===== src/rtl/instr_decode_pkg.sv =====
// Shared decode/ALU definitions: datapath widths, supported opcodes and funct3 codes.
package instr_decode_pkg;

    localparam int unsigned XLEN   = 32;
    localparam int unsigned NREGS  = 32;
    localparam int unsigned RIDX_W = $clog2(NREGS);

    typedef enum logic [6:0] {
        OPC_OP_IMM = 7'b0010011,
        OPC_LUI    = 7'b0110111
    } opcode_e;

    typedef enum logic [2:0] {
        F3_ADDI = 3'b000,
        F3_ANDI = 3'b111
    } funct3_e;

    function automatic logic [XLEN-1:0] sext12(input logic [11:0] imm);
        return {{(XLEN-12){imm[11]}}, imm};
    endfunction

endpackage


===== src/rtl/instr_decode_regfile.sv =====
// Integer register file: one combinational read port, one clocked write port, x0 reads as zero.
module regfile
    import instr_decode_pkg::*;
(
    input  logic              clk,
    input  logic              rst_n,
    input  logic [RIDX_W-1:0] raddr_i,
    output logic [XLEN-1:0]   rdata_o,
    input  logic              we_i,
    input  logic [RIDX_W-1:0] waddr_i,
    input  logic [XLEN-1:0]   wdata_i
);

    logic [XLEN-1:0] regs_q [NREGS];

    always_ff @(posedge clk or negedge rst_n) begin
        if (!rst_n) begin
            for (int unsigned i = 0; i < NREGS; i++) begin
                regs_q[i] <= '0;
            end
        end else if (we_i && (waddr_i != '0)) begin
            regs_q[waddr_i] <= wdata_i;
        end
    end

    assign rdata_o = (raddr_i == '0) ? '0 : regs_q[raddr_i];

endmodule


===== src/rtl/instr_decode.sv =====
// Decode stage: LUI / ADDI / ANDI operand fetch with busy-bit scoreboard,
// writeback bypass and a single registered output toward the ALU.
module instr_decode
    import instr_decode_pkg::*;
(
    input  logic              clk,
    input  logic              rst_n,
    input  logic              in_valid,
    input  logic [XLEN-1:0]   in_instr,
    output logic              in_ready,
    output logic              out_valid,
    input  logic              out_ready,
    output logic [XLEN-1:0]   out_a,
    output logic [XLEN-1:0]   out_b,
    output logic [6:0]        out_opcode,
    output logic [2:0]        out_funct3,
    output logic [RIDX_W-1:0] out_rd,
    input  logic              wb_en,
    input  logic [RIDX_W-1:0] wb_rd,
    input  logic [XLEN-1:0]   wb_data,
    output logic              illegal
);

    logic [6:0]        opc;
    logic [2:0]        f3;
    logic [RIDX_W-1:0] rd;
    logic [RIDX_W-1:0] rs1;
    logic              is_lui;
    logic              is_opimm;
    logic              legal;
    logic              bypass;
    logic              stall;
    logic              accept;
    logic              issue;
    logic [XLEN-1:0]   rf_rdata;
    logic [XLEN-1:0]   rs1_val;
    logic [XLEN-1:0]   a_d;
    logic [XLEN-1:0]   b_d;

    logic [NREGS-1:0]  busy_q, busy_d;
    logic              out_valid_q;
    logic              illegal_q;
    logic [XLEN-1:0]   out_a_q;
    logic [XLEN-1:0]   out_b_q;
    logic [6:0]        out_opcode_q;
    logic [2:0]        out_funct3_q;
    logic [RIDX_W-1:0] out_rd_q;

    assign opc      = in_instr[6:0];
    assign rd       = in_instr[11:7];
    assign f3       = in_instr[14:12];
    assign rs1      = in_instr[19:15];

    assign is_lui   = (opc == OPC_LUI);
    assign is_opimm = (opc == OPC_OP_IMM) && ((f3 == F3_ADDI) || (f3 == F3_ANDI));
    assign legal    = is_lui || is_opimm;

    // Only a legal OP_IMM reads rs1; a same-cycle writeback resolves the hazard.
    assign bypass   = wb_en && (wb_rd == rs1) && (rs1 != '0);
    assign stall    = is_opimm && busy_q[rs1] && (rs1 != '0) && !bypass;
    assign in_ready = (!out_valid_q || out_ready) && !stall;
    assign accept   = in_valid && in_ready;
    assign issue    = accept && legal;

    regfile u_rf (
        .clk     (clk),
        .rst_n   (rst_n),
        .raddr_i (rs1),
        .rdata_o (rf_rdata),
        .we_i    (wb_en),
        .waddr_i (wb_rd),
        .wdata_i (wb_data)
    );

    assign rs1_val = bypass ? wb_data : rf_rdata;
    assign a_d     = is_lui ? {in_instr[31:12], 12'b0} : rs1_val;
    assign b_d     = is_lui ? '0 : sext12(in_instr[31:20]);

    // Clear is applied before set so an issue to the same index wins.
    always_comb begin
        busy_d = busy_q;
        if (wb_en && (wb_rd != '0)) begin
            busy_d[wb_rd] = 1'b0;
        end
        if (issue && (rd != '0)) begin
            busy_d[rd] = 1'b1;
        end
    end

    always_ff @(posedge clk or negedge rst_n) begin
        if (!rst_n) begin
            busy_q       <= '0;
            out_valid_q  <= 1'b0;
            illegal_q    <= 1'b0;
            out_a_q      <= '0;
            out_b_q      <= '0;
            out_opcode_q <= '0;
            out_funct3_q <= '0;
            out_rd_q     <= '0;
        end else begin
            busy_q    <= busy_d;
            illegal_q <= accept && !legal;
            if (issue) begin
                out_valid_q  <= 1'b1;
                out_a_q      <= a_d;
                out_b_q      <= b_d;
                out_opcode_q <= opc;
                out_funct3_q <= f3;
                out_rd_q     <= rd;
            end else if (out_ready) begin
                out_valid_q <= 1'b0;
            end
        end
    end

    assign out_valid  = out_valid_q;
    assign illegal    = illegal_q;
    assign out_a      = out_a_q;
    assign out_b      = out_b_q;
    assign out_opcode = out_opcode_q;
    assign out_funct3 = out_funct3_q;
    assign out_rd     = out_rd_q;

endmodule

===== config.mk =====
export PLATFORM = sky130hd
export DESIGN_NAME = instr_decode
export DESIGN_NICKNAME = d
export VERILOG_FILES = /design/src/rtl/instr_decode_pkg.sv /design/src/rtl/instr_decode_regfile.sv /design/src/rtl/instr_decode.sv
export SDC_FILE = /design/constraint.sdc
export NUM_CORES = 1
export LEC_CHECK = 0
export BUFFER_PORTS_ARGS = -buffer_cell sky130_fd_sc_hd__clkbuf_2
export CORE_UTILIZATION = 55
export DETAILED_ROUTE_END_ITERATION = 16
export PLACE_DENSITY = 0.77
export SLEW_MARGIN = 30
export SYNTH_ARGS = -nofsm -noshare
export SYNTH_HDL_FRONTEND = slang
export SYNTH_SLANG_ARGS = --single-unit

===== constraint.sdc =====
create_clock -name clk -period 2.4 [get_ports clk]
set_input_delay 0.48 -clock clk [delete_from_list [all_inputs] [get_ports clk]]
set_output_delay 0.48 -clock clk [all_outputs]
set_load 0.1 [all_outputs]

# Word level (Yosys, flattened, before mapping)
# Cells that the tools add are included.
# W data, S select, Z words.
# totals
out_inout_bits	82
elab_cells	105
input_bits	74
reg_bits	1137
# op_classes
n_bitwise	5
reduce_logical	28
order_cmp	8
eq_ne	4
muxes	20
# ops
operator	count
$bwmux W1024	1
$mux W32	9
$bmux W32 S5	1
$demux W32 S5	1
$and A32 B32 Y32	1
$not A32 Y32	1
$or A32 B32 Y32	1
$lt A5 B6 Y1 const B	3
$logic_and A1 B1 Y1	15
$reduce_bool A5 Y1	3
$ge A6 B6 Y1 const B	2
$not A5 Y6	2
$demux W1 S5	2
$ge A5 B1 Y1 const B	2
$eq A7 B5 Y1 const B	1
$eq A7 B6 Y1 const B	1
$lt A6 B1 Y1 const B	1
$bmux W1 S5	1
$eq A5 B5 Y1	1
$logic_not A5 Y1	1
$mux W1	5
$logic_not A1 Y1	4
$eq A3 B3 Y1 const B	1
$logic_not A3 Y1	1
2 further kinds	4

# Longest topological paths before layout
# Gate-level depths: netlist of run 1.
# depth
depth_word	12
depth_mapped	11
mapped_depth_nobuf	6

# By module
# Synthesis of run 1 repeated with hierarchy kept, for this count alone.
# unflattened
cells_unflattened	3487
area_unflattened_um2	51765.9
# by_module_without_submodules
mod	area_per_inst_um2	cells_per_inst	seq_area_each_um2	n_inst
regfile	46437.0	2949	25624.6	1
instr_decode	5328.9	538	2327.2	1

# Least setup slack after synthesis of run 1
# No wires, ideal clock.
# synth_path
kind	input to output
from	in in_instr[15]
to	out in_ready
required_time_ns	1.920
t_arrival_ns	3.042
cell_stages	8
path_buffers	2
path_slack_ns	-1.122
cell_sequence	buf_6 > buf_6 > mux4_2 > mux2i_1 > nand2_1 > o21ai_1 > o31ai_1 > nor2b_1
# synth_between
elab_chain_cells	7
elab_cells_between_ends	12
classes_between	1 x eq/ne; 2 x mux; 9 x reduce/logical
# synth_lines
item	line	rtl
from (decl)	instr_decode.sv:9	input logic [XLEN-1:0] in_instr,
$bmux W1 S5 or $eq A5 B5 Y1 (tied branches)	instr_decode.sv:60, instr_decode.sv:59	
$mux W1 (not written as such) or $logic_and A1 B1 Y1 (tied branches)	instr_decode.sv:60, instr_decode.sv:59	
$logic_and A1 B1 Y1 (on tied branches)	instr_decode.sv:60, instr_decode.sv:59	
$logic_and A1 B1 Y1 or $logic_not A1 Y1 (tied branches)	instr_decode.sv:60	assign stall = is_opimm && busy_q[rs1] && (rs1 != '0) && !bypass;
$logic_and A1 B1 Y1 (*)	instr_decode.sv:60	
$logic_not A1 Y1 (*)	instr_decode.sv:61	assign in_ready = (!out_valid_q || out_ready) && !stall;
$logic_and A1 B1 Y1 (*)	instr_decode.sv:61	
to (decl)	instr_decode.sv:10	output logic in_ready,
# Mark *: on every way between the ends. The rest lies on a longest branch, timed or not. The select of a mux whose other input is x is not followed.

# Worst setup path after layout of run 1
# layout_path
from	reg busy_q[27]
to	out in_ready
# layout_between
elab_chain_cells	7
# layout_lines
item	line	rtl
from (decl)	instr_decode.sv:40	logic [NREGS-1:0] busy_q, busy_d;
from (signal assigned)	instr_decode.sv:101	busy_q <= busy_d;
$bmux W1 S5	instr_decode.sv:60	
$mux W1 (not written as such)	instr_decode.sv:60	
$logic_and A1 B1 Y1 (3 in series)	instr_decode.sv:60	
$logic_not A1 Y1	instr_decode.sv:61	
$logic_and A1 B1 Y1	instr_decode.sv:61	
# No other way between the ends. The select of a mux whose other input is x is not followed.

==> results.tsv, run 1 <==
metric	value	unit
synth-edff-count	0	
tritoncts	done	
hold_class	in -> reg	
r2r_end	out_funct3[0]$_DFFE_PN0P_	
min_from	in_instr[27]	
power	50.7	mW
gp_congestion	0.841	
whs_endpoint	out_b[7]$_DFFE_PN0P_	
synth_flop_cell	dfrtp_1	
track_usage	30.9	%
p_per_area	862	nW/µm²
stdcell_area	58800	µm²
fmax	346	MHz
ff2ff_path_depth	9	
synth_seq_cells	1114	
r2r-start	busy_q[1]$_DFF_PN0_	
stdcell_count	4786	
synth_top_family_by_area	multiplexers	
die_h	305	µm
grt_first_pass_wirelength	216000	µm
cp-start-kind	flip-flop	
finalNetCount	3591	
met2_wirelength	66500	µm
worst_slew_pin_slew	720	ps
htreeDepth	3	
ys_types	53	
cts_max_path_buffers	3	
muxShareOfSynthArea	36.1	%
crit_required	1920	ps
setup_tns	-849	ps
die-width	305	µm
path_class	reg -> out	
pwr-share-clk	35.3	%
vias	31500	
dieArea	93200	µm²
yosys-top-cells-count	dfrtp_1 (1114), mux2_2 (1025), mux4_2 (262)	
firstDrtPassIters	6	
power_frac_comb	17.3	%
setup_viol	18	
syn-num-nets	3410	
hold_depth	3	
worst_slack	-492	ps
violations	negative setup slack	
netlist_area	50600	µm²
synthArstFlopShare	100	%
antenna_found_initial	2	
power_frac_seq	47.3	%
critPathArrivalTime	2410	ps
min_period_over_period	121	%
synth_top_area_share	55.1	%
clock-skew-final	32.2	ps
core_area	90600	µm²
ys_seq_area_share	55.1	%
syn_area_per_cell	15.2	µm²
grt_setup_unrepaired	true	
route.detailed.drc	0	
synth-compound-area-share	2.61	%
yosys.area.top_type	dfrtp_1	
grt_max_degree	92	
drtAntennaViolNets	0	
wl_met1	56400	µm
maxCapViolations	0	
cts.clk_slew.worst_paths	60	ps
place_ws	-787	ps
rows	110	
final_core_util	64.9	%
cts.sinks	1114	
drt_iter0_markers	2866	
hpwl	88600	µm
p_leak	26.9	nW
cts_inserted_buffers	113	
synthCells	3336	
endpoint_kind	output port	
p_sw_share	26.2	%
wl_per_cell	29.6	µm
wl_met3	12500	µm
overflow	0	
ys_warn_count	0	
synth-simple-area-share	2.56	%
finalHoldViolations	0	
synthXorXnorAreaFrac	0.0865	%
seq_area	27900	µm²
antenna_cells	0	
syn2layout_area_growth	16.2	%
synth_adder_area_share	0	%
hold_ws	24.0	ps
cp_max_fo	2	
root_buffer	clkbuf_16	
slew_violations	0	
dp_cells	4570	
viasPerCell	6.57	
io_buffers	155	
synth_most_common_cell	dfrtp_1	
wl	142000	µm
irDropWorstVdd	0.562	mV
dpl_cell_area	54900	µm²
multiInputGateArea	21200	µm²
n_fill_cell	6054	
start_util	55.9	%
min_period	2890	ps
io_pins	156	
power_switching	13.3	mW
route.top_layer_used	met5	
slew-limit-headroom	52.0	%
drive_above_1_share	54.3	%
reg2reg_slack	-60	ps
internal_power	37.4	mW
clock_latency	700	ps
status	complete, but fails checks	
grt_pass1_vias	33900	
synthTopCellsByArea	dfrtp_1 (55%), mux2_2 (23%), mux4_2 (12%), clkbuf_1 (1.7%), mux2i_1 (1.3%)	
[cells by family (layout without fill, tap and decap cells)]
logic type | after synthesis | count (layout)
mux | 1368 | 1368
xor+xnor | 5 | 5
simple gates | 274 | 274
compound gates | 190 | 190
buf+inv | 385 | 659
flops | 1114 | 1114
[cells in the final DEF (no fill, tap or decap), types with 4 or more instances in the layout]
master,n
a211o_1,9
a21oi_1,5
a221oi_1,9
a221oi_2,9
a22o_1,9
a22oi_1,26
and2_1,4
buf_12,117
buf_4,160
bufinv_16,6
clkbuf_1,31
clkbuf_16,118
clkbuf_2,149
clkbuf_8,29
clkinv_2,17
clkinvlp_4,4
dfrtp_1,1113
inv_1,18
mux2_1,12
mux2_2,1024
mux2i_1,67
mux4_2,262
nand2_1,113
nand2_2,12
nand2b_1,11
nand3_1,5
nand4_1,24
nor2_1,32
nor2_4,12
nor2b_1,6
nor3_1,16
nor3_2,4
o211ai_1,16
o21ai_0,31
o21ai_1,10
o22ai_1,51
xnor2_1,5
[worst max-delay path: stages, from the launching register on]
cell	delay, ps
dfrtp_1	400
mux4_2	480
a22oi_2	170
nand2_1	150
nand4_4	110
o31ai_4	90
nor2b_4	140
buf_12	180
[what timing repair did]
action,in CTS,in global routing
gates resized for setup,10,12
hold buffers,2,0
pin swaps,4,3
setup endpoints to repair,62,62
setup buffers,5,2
hold endpoints to repair,33,0
[cell type report]
type                       instances  area share [%]
sequential                      1114            47.4
multi-input combinational       1837            36.1
timing repair buffer             433            7.43
clock buffer                     178            5.90
tap                             1176            2.50
clock inverter                    30           0.559
inverter                          18           0.115
[state kept, by name, indices dropped and copies added, names as in the netlist, 3 cells and up]
signal and flops:
busy_q 32, out_opcode 7, out_funct3 3, out_a 32
u_rf.regs_q 1021, out_rd 5, out_b 12
[worst max path at each step]
stage                         start                    end  cells after the start
6_report       busy_q[27]$_DFF_PN0_               in_ready                      7
5_1_grt         busy_q[5]$_DFF_PN0_               in_ready                      6
4_1_cts         busy_q[5]$_DFF_PN0_               in_ready                      6
3_5_place_dp           in_instr[12]   out_b[5]$_DFFE_PN0P_                     11
3_3_place_gp           in_instr[12]  out_a[22]$_DFFE_PN0P_                     10
2_1_floorplan          in_instr[15]               in_ready                      8
[power groups by stage]
stage	sequential, mW	combinational [mW]	clock (mW)
floorplan	24.2	6.02	0
global placement	23.8	8.32	0
detailed placement	24.2	8.75	0
CTS	23.9	8.82	18.1
global route	24.3	9.34	18.8
finish	24.0	8.78	17.9
[layer usage]
layer  vias to the layer above  global-route usage (%)
li1                      12600                       -
met5                         -                       0
met3                       375                    7.14
met2                      1490                    48.0
met4                         2                    13.0
met1                     17000                    42.0
No activity file was read; power rests on OpenSTA's default activity.
==> run 2: changes to the inputs <==
Settings changed: CORE_ASPECT_RATIO set to 0.7, GPL_ROUTABILITY_DRIVEN set to 0.
==> results.tsv, run 2 (synthesis gave the netlist of run 1 again) <==
metric	value	unit	change
status	complete, but fails checks		
violations	negative setup slack		
maxCapViolations	0		unchanged
wl_per_cell	29.6	µm	about the same
dp_cells	4621		+1.1%
setup_tns	-3000	ps	-2150 ps
power_switching	13.2	mW	-0.43%
min_from	in_instr[28]		
cts_inserted_buffers	105		-7.1%
slew_violations	0		unchanged
hold_class	in -> reg		
p_per_area	855	nW/µm²	-0.80%
path_class	reg -> out		
r2r-start	busy_q[12]$_DFF_PN0_		
endpoint_kind	output port		
wl	142000	µm	+0.52%
root_buffer	clkbuf_16		
r2r_end	out_rd[1]$_DFFE_PN0P_		
final_common_cell	dfrtp_1		
finalHoldViolations	0		unchanged
grt_first_pass_wirelength	217000	µm	+0.41%
whs_endpoint	out_b[8]$_DFFE_PN0P_		
cts.sinks	1114		unchanged
cts.clk_slew.worst_paths	60	ps	about the same
final_cell_mix	dfrtp_1 (1113), mux2_2 (1024), mux4_2 (262)		
rows	92		-16%
firstDrtPassIters	6		unchanged
fmax	346	MHz	about the same
clock_latency	690	ps	about the same
pwr-share-clk	34.2	%	-1.1 points
p_sw_share	26.5	%	+0.33 points
core_area	90600	µm²	about the same
power	49.8	mW	-1.7%
finalNetCount	3584		-0.19%
drive_above_1_share	54.4	%	+0.12 points
hold_ws	31.7	ps	+7.74 ps
crit_required	1920	ps	about the same
die_h	256	µm	-16%
io_buffers	155		unchanged
die-width	365	µm	+19%
viasPerCell	6.50		-1.1%
io_pins	156		unchanged
drt_iter0_markers	3172		+11%
top_register	u_rf.regs_q		
reg2reg_slack	-90	ps	-30 ps
irDropWorstVdd	0.633	mV	+13%
internal_power	36.6	mW	-2.1%
clock-skew-final	43.9	ps	+11.6 ps
stdcell_area	58300	µm²	-0.88%
hpwl	91100	µm	+2.8%
worst_slew_pin_slew	758	ps	+38.1 ps
ff2ff_path_depth	9		unchanged
overflow	0		unchanged
slew-limit-headroom	49.4	%	-2.6 points
route.detailed.drc	0		unchanged
tritoncts	done		
vias	31300		-0.60%
syn2layout_area_growth	15.2	%	
min_period	2890	ps	+0.984 ps
dpl_cell_area	54600	µm²	-0.50%
grt_max_degree	134		+46%
dieArea	93300	µm²	about the same
grt_setup_unrepaired	true		
setup_viol	66		+48
power_frac_comb	17.6	%	+0.3 points
p_leak	26.7	nW	-0.82%
min_period_over_period	121	%	about the same
largest_reg_flops	1021		unchanged
track_usage	31.2	%	+0.28 points
place_ws	-418	ps	+369 ps
critPathArrivalTime	2410	ps	about the same
grt_pass1_vias	33500		-1.1%
final_core_util	64.4	%	-0.59 points
hold_depth	3		unchanged
worst_slack	-493	ps	-0.984 ps
cts_max_path_buffers	3		unchanged
antenna_found_initial	2		unchanged
drtAntennaViolNets	0		unchanged
power_frac_seq	48.2	%	+0.9 points
start_util	55.9	%	about the same
cp-start-kind	flip-flop		
stdcell_count	4812		+0.54%
cp_max_fo	2		unchanged
htreeDepth	3		unchanged
-- run 2: cell type report --
type	instances	area, µm²
fill	6210	32300
sequential	1114	27900
multi-input combinational	1837	21200
timing repair buffer	434	4090
clock buffer	146	3030
tap	1222	1530
clock inverter	40	480
inverter	18	67.6
antenna	1	2.50
-- run 2: power groups by stage --
stage	clock, mW	sequential (mW)	combinational, mW
floorplan	0	24.2	6.02
global placement	0	23.8	8.31
detailed placement	0	24.2	8.71
CTS	17.2	23.9	8.81
global route	17.9	24.3	9.36
finish	17.0	24.0	8.79
-- run 2: critical path, stage by stage, from the launching register on --
cell     delay [ps]
dfrtp_1         390
mux4_2          500
mux2_4          290
o21ai_4         170
o31ai_4          90
nor2b_4         140
buf_12          180
-- run 2: worst max-delay path by stage --
stage,startpoint,endpoint,slack [ps]
after floorplan,in_instr[15],in_ready,-260
after global placement,in_instr[15],out_a[19]$_DFFE_PN0P_,-450
after detailed placement,in_instr[15],out_a[19]$_DFFE_PN0P_,-420
after CTS,busy_q[5]$_DFF_PN0_,in_ready,-540
after global routing,busy_q[13]$_DFF_PN0_,in_ready,-550
final,busy_q[12]$_DFF_PN0_,in_ready,-490
-- run 2: timing repair --
item,CTS,global route
endpoints found under the hold margin,18,0
setup buffers,2,1
hold buffers,1,0
resized for setup,26,36
endpoints found under the setup margin,22,87
pin swaps,2,2
-- run 2: routing by layer --
| metal | vias up | wire [µm] | track usage, % | share of wire, % |
|---|---|---|---|---|
| met4 | 2 | 4780 | 10.2 | 3.4 |
| met1 | 17000 | 59900 | 44.4 | 42 |
| met2 | 1346 | 65700 | 47.4 | 46 |
| met3 | 308 | 11900 | 7.53 | 8.3 |
| li1 | 12600 | - | - | - |
| met5 | - | 8 | 0 | 0.0056 |
